--- config.mk ---
export PLATFORM = sky130hd
export DESIGN_NAME = counter_tick_updown
export DESIGN_NICKNAME = d
export VERILOG_FILES = /design/src/rtl/counter_tick_updown_pkg.sv /design/src/rtl/counter_tick_updown_tick_gen.sv /design/src/rtl/counter_tick_updown.sv
export SDC_FILE = /design/constraint.sdc
export NUM_CORES = 1
export LEC_CHECK = 0
export CAP_MARGIN = 25
export CORE_UTILIZATION = 50
export DETAILED_ROUTE_END_ITERATION = 6
export PLACE_DENSITY = 0.73
export SLEW_MARGIN = 25
export SYNTH_ARGS = -nofsm -noshare
export SYNTH_HDL_FRONTEND = slang
export SYNTH_SLANG_ARGS = --single-unit
--- constraint.sdc ---
create_clock -name clk -period 2.9 [get_ports clk]
set_clock_uncertainty 0.1 [all_clocks]
set_input_delay 0.58 -clock clk [delete_from_list [all_inputs] [get_ports clk]]
set_output_delay 0.58 -clock clk [all_outputs]
set_load 0.02 [all_outputs]
--- src/rtl/counter_tick_updown_pkg.sv ---
// counter_tick_updown_pkg
// Shared constants and types for the tick-driven up/down counter.
//   CLK_HZ    : board system clock frequency
//   DIV_1HZ   : prescaler divide for a 1 Hz tick
//   DIV_10HZ  : prescaler divide for a 10 Hz tick
//   dir_e     : encoding of the dir input
package counter_tick_updown_pkg;

   localparam int CLK_HZ   = 100_000_000;
   localparam int DIV_1HZ  = CLK_HZ;
   localparam int DIV_10HZ = CLK_HZ / 10;

   typedef enum logic {
      DIR_DOWN = 1'b0,
      DIR_UP   = 1'b1
   } dir_e;

endpackage

--- src/rtl/counter_tick_updown_tick_gen.sv ---
// counter_tick_updown_tick_gen
// Prescaler that produces one tick every DIV enabled clock cycles.
// Ports:
//   clk    : system clock
//   rst    : asynchronous reset, active-low
//   en     : count enable; when low the prescaler freezes (not cleared)
//   clr    : synchronous clear, restarts the period
//   tick_o : high in the cycle whose rising edge completes a period
//            (combinational from the prescaler state and en)
module counter_tick_updown_tick_gen
   import counter_tick_updown_pkg::*;
#(
   parameter int DIV = DIV_1HZ
) (
   input  logic clk,
   input  logic rst,
   input  logic en,
   input  logic clr,
   output logic tick_o
);

   localparam int PW = (DIV > 1) ? $clog2(DIV) : 1;
   localparam logic [PW-1:0] LAST = PW'(DIV - 1);

   logic [PW-1:0] presc_reg;
   logic [PW-1:0] presc_next;

   // The tick is the edge on which the prescaler rolls over, so the
   // counter in the parent can update on that very edge.
   assign tick_o = en && (presc_reg == LAST);

   always_comb begin
      presc_next = presc_reg;
      if (clr) begin
         presc_next = '0;
      end else if (en) begin
         presc_next = (presc_reg == LAST) ? '0 : presc_reg + PW'(1);
      end
   end

   always_ff @(posedge clk or negedge rst) begin
      if (!rst) begin
         presc_reg <= '0;
      end else begin
         presc_reg <= presc_next;
      end
   end

endmodule

--- src/rtl/counter_tick_updown.sv ---
// counter_tick_updown
// Up/down counter advanced once per prescaler tick, with wrap or
// saturate at the limits, synchronous load and one-cycle pulses.
// Ports:
//   clk      : system clock
//   rst      : asynchronous reset, active-low
//   cnt_en   : enable; low freezes prescaler and counter
//   dir      : 1 = up, 0 = down, sampled on the tick edge
//   load     : synchronous load strobe (beats a coincident tick)
//   load_val : value written on load
//   cnt      : registered counter value
//   tick     : one-cycle pulse, high while cnt shows a tick-driven value
//   tc       : one-cycle pulse, high when a tick hit a limit
module counter_tick_updown
   import counter_tick_updown_pkg::*;
#(
   parameter int WIDTH   = 6,
   parameter int DIV     = DIV_1HZ,
   parameter int RST_VAL = 1,
   parameter int WRAP    = 1
) (
   input  logic             clk,
   input  logic             rst,
   input  logic             cnt_en,
   input  logic             dir,
   input  logic             load,
   input  logic [WIDTH-1:0] load_val,
   output logic [WIDTH-1:0] cnt,
   output logic             tick,
   output logic             tc
);

   localparam logic [WIDTH-1:0] MAX_VAL = {WIDTH{1'b1}};
   localparam logic [WIDTH-1:0] RST_CNT = WIDTH'(RST_VAL);

   logic             tick_w;
   logic [WIDTH-1:0] cnt_reg;
   logic [WIDTH-1:0] cnt_next;
   logic             tick_reg;
   logic             tick_next;
   logic             tc_reg;
   logic             tc_next;
   logic             at_max;
   logic             at_min;

   // Load restarts the tick period so the next tick is a full DIV later.
   counter_tick_updown_tick_gen #(
      .DIV (DIV)
   ) u_tick_gen (
      .clk    (clk),
      .rst    (rst),
      .en     (cnt_en),
      .clr    (load),
      .tick_o (tick_w)
   );

   assign at_max = (cnt_reg == MAX_VAL);
   assign at_min = (cnt_reg == '0);

   always_comb begin
      cnt_next  = cnt_reg;
      tick_next = 1'b0;
      tc_next   = 1'b0;
      if (load) begin
         cnt_next = load_val;
      end else if (tick_w) begin
         tick_next = 1'b1;
         if (dir_e'(dir) == DIR_UP) begin
            if (at_max) begin
               tc_next = 1'b1;
               if (WRAP != 0) begin
                  cnt_next = '0;
               end
            end else begin
               cnt_next = cnt_reg + WIDTH'(1);
            end
         end else begin
            if (at_min) begin
               tc_next = 1'b1;
               if (WRAP != 0) begin
                  cnt_next = MAX_VAL;
               end
            end else begin
               cnt_next = cnt_reg - WIDTH'(1);
            end
         end
      end
   end

   always_ff @(posedge clk or negedge rst) begin
      if (!rst) begin
         cnt_reg  <= RST_CNT;
         tick_reg <= 1'b0;
         tc_reg   <= 1'b0;
      end else begin
         cnt_reg  <= cnt_next;
         tick_reg <= tick_next;
         tc_reg   <= tc_next;
      end
   end

   assign cnt  = cnt_reg;
   assign tick = tick_reg;
   assign tc   = tc_reg;

endmodule

* Word level (Yosys, flattened, before mapping)
Cells that the tools add are included.
Word-level totals: output and inout port bits 8, register bits after elaboration 35, input bits 11, logic and storage cells 28
Operators by class: equality and inequality tests 2, mux-type cells 15, $add $sub $neg 3, reductions and logical operators 4
Operators with widths (count):
- two-way mux 27 bit | 3
- two-way mux 6 bit | 5
- adder 27 x 1 -> 27 bit, second input constant | 1
- equality test 27 bit, second input constant | 1
- two-way mux 1 bit | 7
- adder 6 x 1 -> 6 bit, second input constant | 1
- equality test 6 bit, second input constant | 1
- logical NOT 6 bit | 1
- subtractor 6 x 1 -> 6 bit, second input constant | 1
- nonzero test 2 bit | 2
- logical AND 1 bit | 1

* Longest topological paths before layout
depth in word-level cells 5, depth in mapped cells 8, mapped depth without buffers 7

* By module
A second synthesis with hierarchy kept.
Unflattened totals: cells, all modules 235, area total of the unflattened synthesis 2174.6 um^2
Modules (own cells, without submodules):
- counter_tick_updown_tick_gen | seq. area each 675.6 um^2, area an instance 1574.0 um^2, times used 1, cells each 166
- counter_tick_updown | seq. area each 201.4 um^2, area an instance 600.6 um^2, times used 1, cells each 69

* Worst setup path after synthesis
Ideal clock, no wire load.
kind register to register, start point register u_tick_gen.presc_reg[6], end point register u_tick_gen.presc_reg[23], period minus slack after synthesis 2.294 ns, library setup time 0.076 ns, path buffers 1, required time 2.724 ns, setup slack 0.606 ns, arrival time 2.118 ns, stages on the path, launching flop included 7, cell sequence dfrtp_1 -> nand4_2 -> or4_1 -> buf_2 -> or3_1 -> or4b_1 -> o21ai_1
On the way: word-level cells in the longest chain between the ends 4, elaborated cells between the ends (all ways) 5, those cells by class 1 x add/sub; 1 x eq/ne; 3 x mux
Ends and longest elaborated chain:
- from (decl) | line counter_tick_updown_tick_gen.sv:25 | logic [PW-1:0] presc_reg;
- from (signal assigned) | line counter_tick_updown_tick_gen.sv:45 | presc_reg <= presc_next;
- adder 27 x 1 -> 27 bit / equality test 27 bit (equally long branches) | line counter_tick_updown_tick_gen.sv:37 | presc_next = (presc_reg == LAST) ? '0 : presc_reg + PW'(1);
- two-way mux 27 bit (*) | line counter_tick_updown_tick_gen.sv:37
- two-way mux 27 bit (*) | line counter_tick_updown_tick_gen.sv:36 | end else if (en) begin
- two-way mux 27 bit (*) | line counter_tick_updown_tick_gen.sv:34 | if (clr) begin
Every way passes the cells marked *; elsewhere a longest branch is shown, timed or not. The select of a mux whose other input is x is not followed. A chain may end at the register's enable or synchronous reset.

* Final worst setup path
start point register u_tick_gen.presc_reg[11], end point register u_tick_gen.presc_reg[21]
The elaborated chain is that of the path after synthesis.

==> results.sh <==
export IMPL_status="finished, final reports clean"
export IMPL_stdcell_count=328
export IMPL_ys_seq_area_share_pct=39.87
export IMPL_fmax_ghz=0.4080
export IMPL_place_congestion=0.8720
export IMPL_final_min_clock_period_ps=2451
export IMPL_syn_area_sq_um=2200
export IMPL_grt_overflow_total=0
export IMPL_slew_viol_final=0
export IMPL_clock_latency_ps=290
export IMPL_clock_sinks=35
export IMPL_worstSetupEndpoint="u_tick_gen.presc_reg[21]"
export IMPL_p_total_uw=978.0
export IMPL_grt_max_degree=36
export IMPL_cp_max_fo=12
export IMPL_wire_per_inst_microns=14.65
export IMPL_area_delta_synth_final_pct=15.47
export IMPL_drive_gt1_share_pct=8.633
export IMPL_synth_top_cells_by_count="dfrtp_1, nor2_1, nand2_1, a21oi_1"
export IMPL_io_pins=19
export IMPL_synth_area_leaders="dfrtp_1, nor2_1, xnor2_1"
export IMPL_yosys_most_used_dff="dfrtp_1"
export IMPL_clkTransAtPathRegs_ps=70
export IMPL_cp_arrival_ps=2520
export IMPL_cp_required_ps=2970
export IMPL_synth_top_cell_by_area="dfrtp_1"
export IMPL_tns_ps=0
export IMPL_dieArea_sq_um=4668
export IMPL_rows=23
export IMPL_crit_slowest_cell="or4b_2"
export IMPL_r2r_end="u_tick_gen.presc_reg[21]"
export IMPL_slew_headroom_pct=47.84
export IMPL_yosys_warnings=0
export IMPL_antenna_found_initial=0
export IMPL_grt_use_total_pct=23.42
export IMPL_wl_microns=4804
export IMPL_cts_max_level=2
export IMPL_crit_start="u_tick_gen.presc_reg[11]"
export IMPL_worst_r2r_cell_count=5
export IMPL_viasPerCell=5.988
export IMPL_cp_start_kind="register"
export IMPL_leakagePower_uw=0.001009
export IMPL_clockBufferDepth=2
export IMPL_cts_buffers=5
export IMPL_synthDistinctLibCells=46
export IMPL_vias=1964
export IMPL_fin_crit_sh_pct=84.53
export IMPL_port_buffers=18
export IMPL_drc=0
export IMPL_peakVddDrop_mv=0.2766
export IMPL_synthesis_nets=270
export IMPL_cts_tree="done"
export IMPL_max_stage_delay_ps=720
export IMPL_die_x_microns=68.33
export IMPL_r2r_slack_ps=450
export IMPL_ant_nets=0
export IMPL_power_density_nw_per_um2=385.1
export IMPL_post_cts_buffers=0
export IMPL_maxCapViolations=0
export IMPL_ctsResizeCount=0
export IMPL_worstMarginPinSlew_ps=782.4
export IMPL_postSynth_asyncResetShare_pct=100.0
export IMPL_root_buffer="clkbuf_8"
export IMPL_hold_viol=0
export IMPL_rsz0062_at_grt="false"
export IMPL_setup_viol=0
export IMPL_netlist_area_leader_share_pct=38.68
export IMPL_n_antenna_cell=0
export IMPL_drt_iter0_drc=132
export IMPL_dp_cells=322
export IMPL_grt_pass1_vias=1694
export IMPL_grt_pass1_wl_microns=8024
export IMPL_fin_util_pct=61.72
export IMPL_dp_hpwl_microns=3519
export IMPL_cts_hold_buf=0
export IMPL_path_class="reg2reg"
export IMPL_netlist_instances=255
export IMPL_start_util_pct=53.45
export IMPL_die_h_microns=68.33
export IMPL_synth_edf_count=0
export IMPL_ys_seq_elements=35
export IMPL_avgSynthCellArea_sq_um=8.626
export IMPL_end_kind="register"
export IMPL_reg2reg_from="u_tick_gen.presc_reg[11]"
export IMPL_fp_coreArea_sq_um=4115
export IMPL_drtPass1Iterations=4
export IMPL_worstPathCellList="or4b_2 > nor4_4 > a21o_1 > buf_4 > nor2_1"
export IMPL_hold_class="in2async"
export IMPL_largest_reg_flops=27
export IMPL_synth_most_common_cell="dfrtp_1"
export IMPL_nets=294
through the flow:
stage	area (sq um)	worst slack [ps]	hold slack, ps
after floorplan	2200	605.9	184.4
after global routing	2540	329.9	351.6
after global placement	2467	521.8	450.3
final	2540	448.8	269.8
after detailed placement	2467	450.2	461.2
after CTS	2540	430.6	308.9
logic make-up after synthesis:
group           Yosys count  synth area share [%]
simple gates            134                 34.02
compound gates           43                 11.72
flops                    35                 39.88
xor+xnor                 22                 8.760
buf+inv                  16                 2.901
fa+ha+maj                 4                 2.275
mux                       1                0.4551
metal layers:
layer  GRT usage, %  share of wire (%)  up-vias
li1               -                  -      961
met1          35.48                 53      950
met2          33.09                 42       46
met3          4.500                4.2        7
met4          7.031                1.2        0
met5              0                  0        -
report_power, final:
group          total (uW)  switching, uW  internal [uW]
clock                 322            162            160
sequential            522           22.1            500
combinational         134           71.9           62.1
layout by cell type, fill, tap and decap left out, drive strengths merged, types with 2 or more instances in the layout:
master,Yosys,routed
nand2,23,23
a21o,2,2
buf,4,11
dfrtp,34,34
clkbuf,7,6
nand3b,6,6
ha,4,4
or4,2,2
and3,5,5
nand3,13,13
o21ai,13,13
nand2b,3,3
nor3,9,9
nor2b,7,7
nand4,8,8
a22oi,2,2
a21oi,15,15
xnor2,12,12
nor2,31,31
nand4b,3,3
clkdlybuf4s50,0,17
nor4,12,12
inv,5,5
and2,2,2
o311ai,2,2
o31ai,3,3
or3,3,3
or4b,4,4
xor2,10,10
critical path: cells and delay by family (launching register included):
| kind | cells | cell delay, ps |
|---|---|---|
| AND/OR/NAND/NOR | 3 | 1240 |
| flip-flops | 1 | 440 |
| buffers and inverters | 1 | 240 |
| AO/OA/AOI/OAI | 1 | 320 |
cell type report:
type / count / area, sq um
fill: 351 / 1575
multi-input combinational: 204 / 1259
sequential: 35 / 877.1
timing repair buffer: 28 / 250.2
clock buffer: 6 / 72.57
tap: 50 / 62.56
inverter: 5 / 18.77
worst min-delay path by stage:
stage | from | endpoint | slack, ps
floorplan | rst | cnt[1] | 180
global placement | u_tick_gen.presc_reg[1] | u_tick_gen.presc_reg[1] | 450
detailed placement | u_tick_gen.presc_reg[1] | u_tick_gen.presc_reg[1] | 460
CTS | rst | u_tick_gen.presc_reg[5] | 310
global route | rst | u_tick_gen.presc_reg[26] | 350
finish | rst | u_tick_gen.presc_reg[12] | 270
No activity file was read; power rests on OpenSTA's default activity.
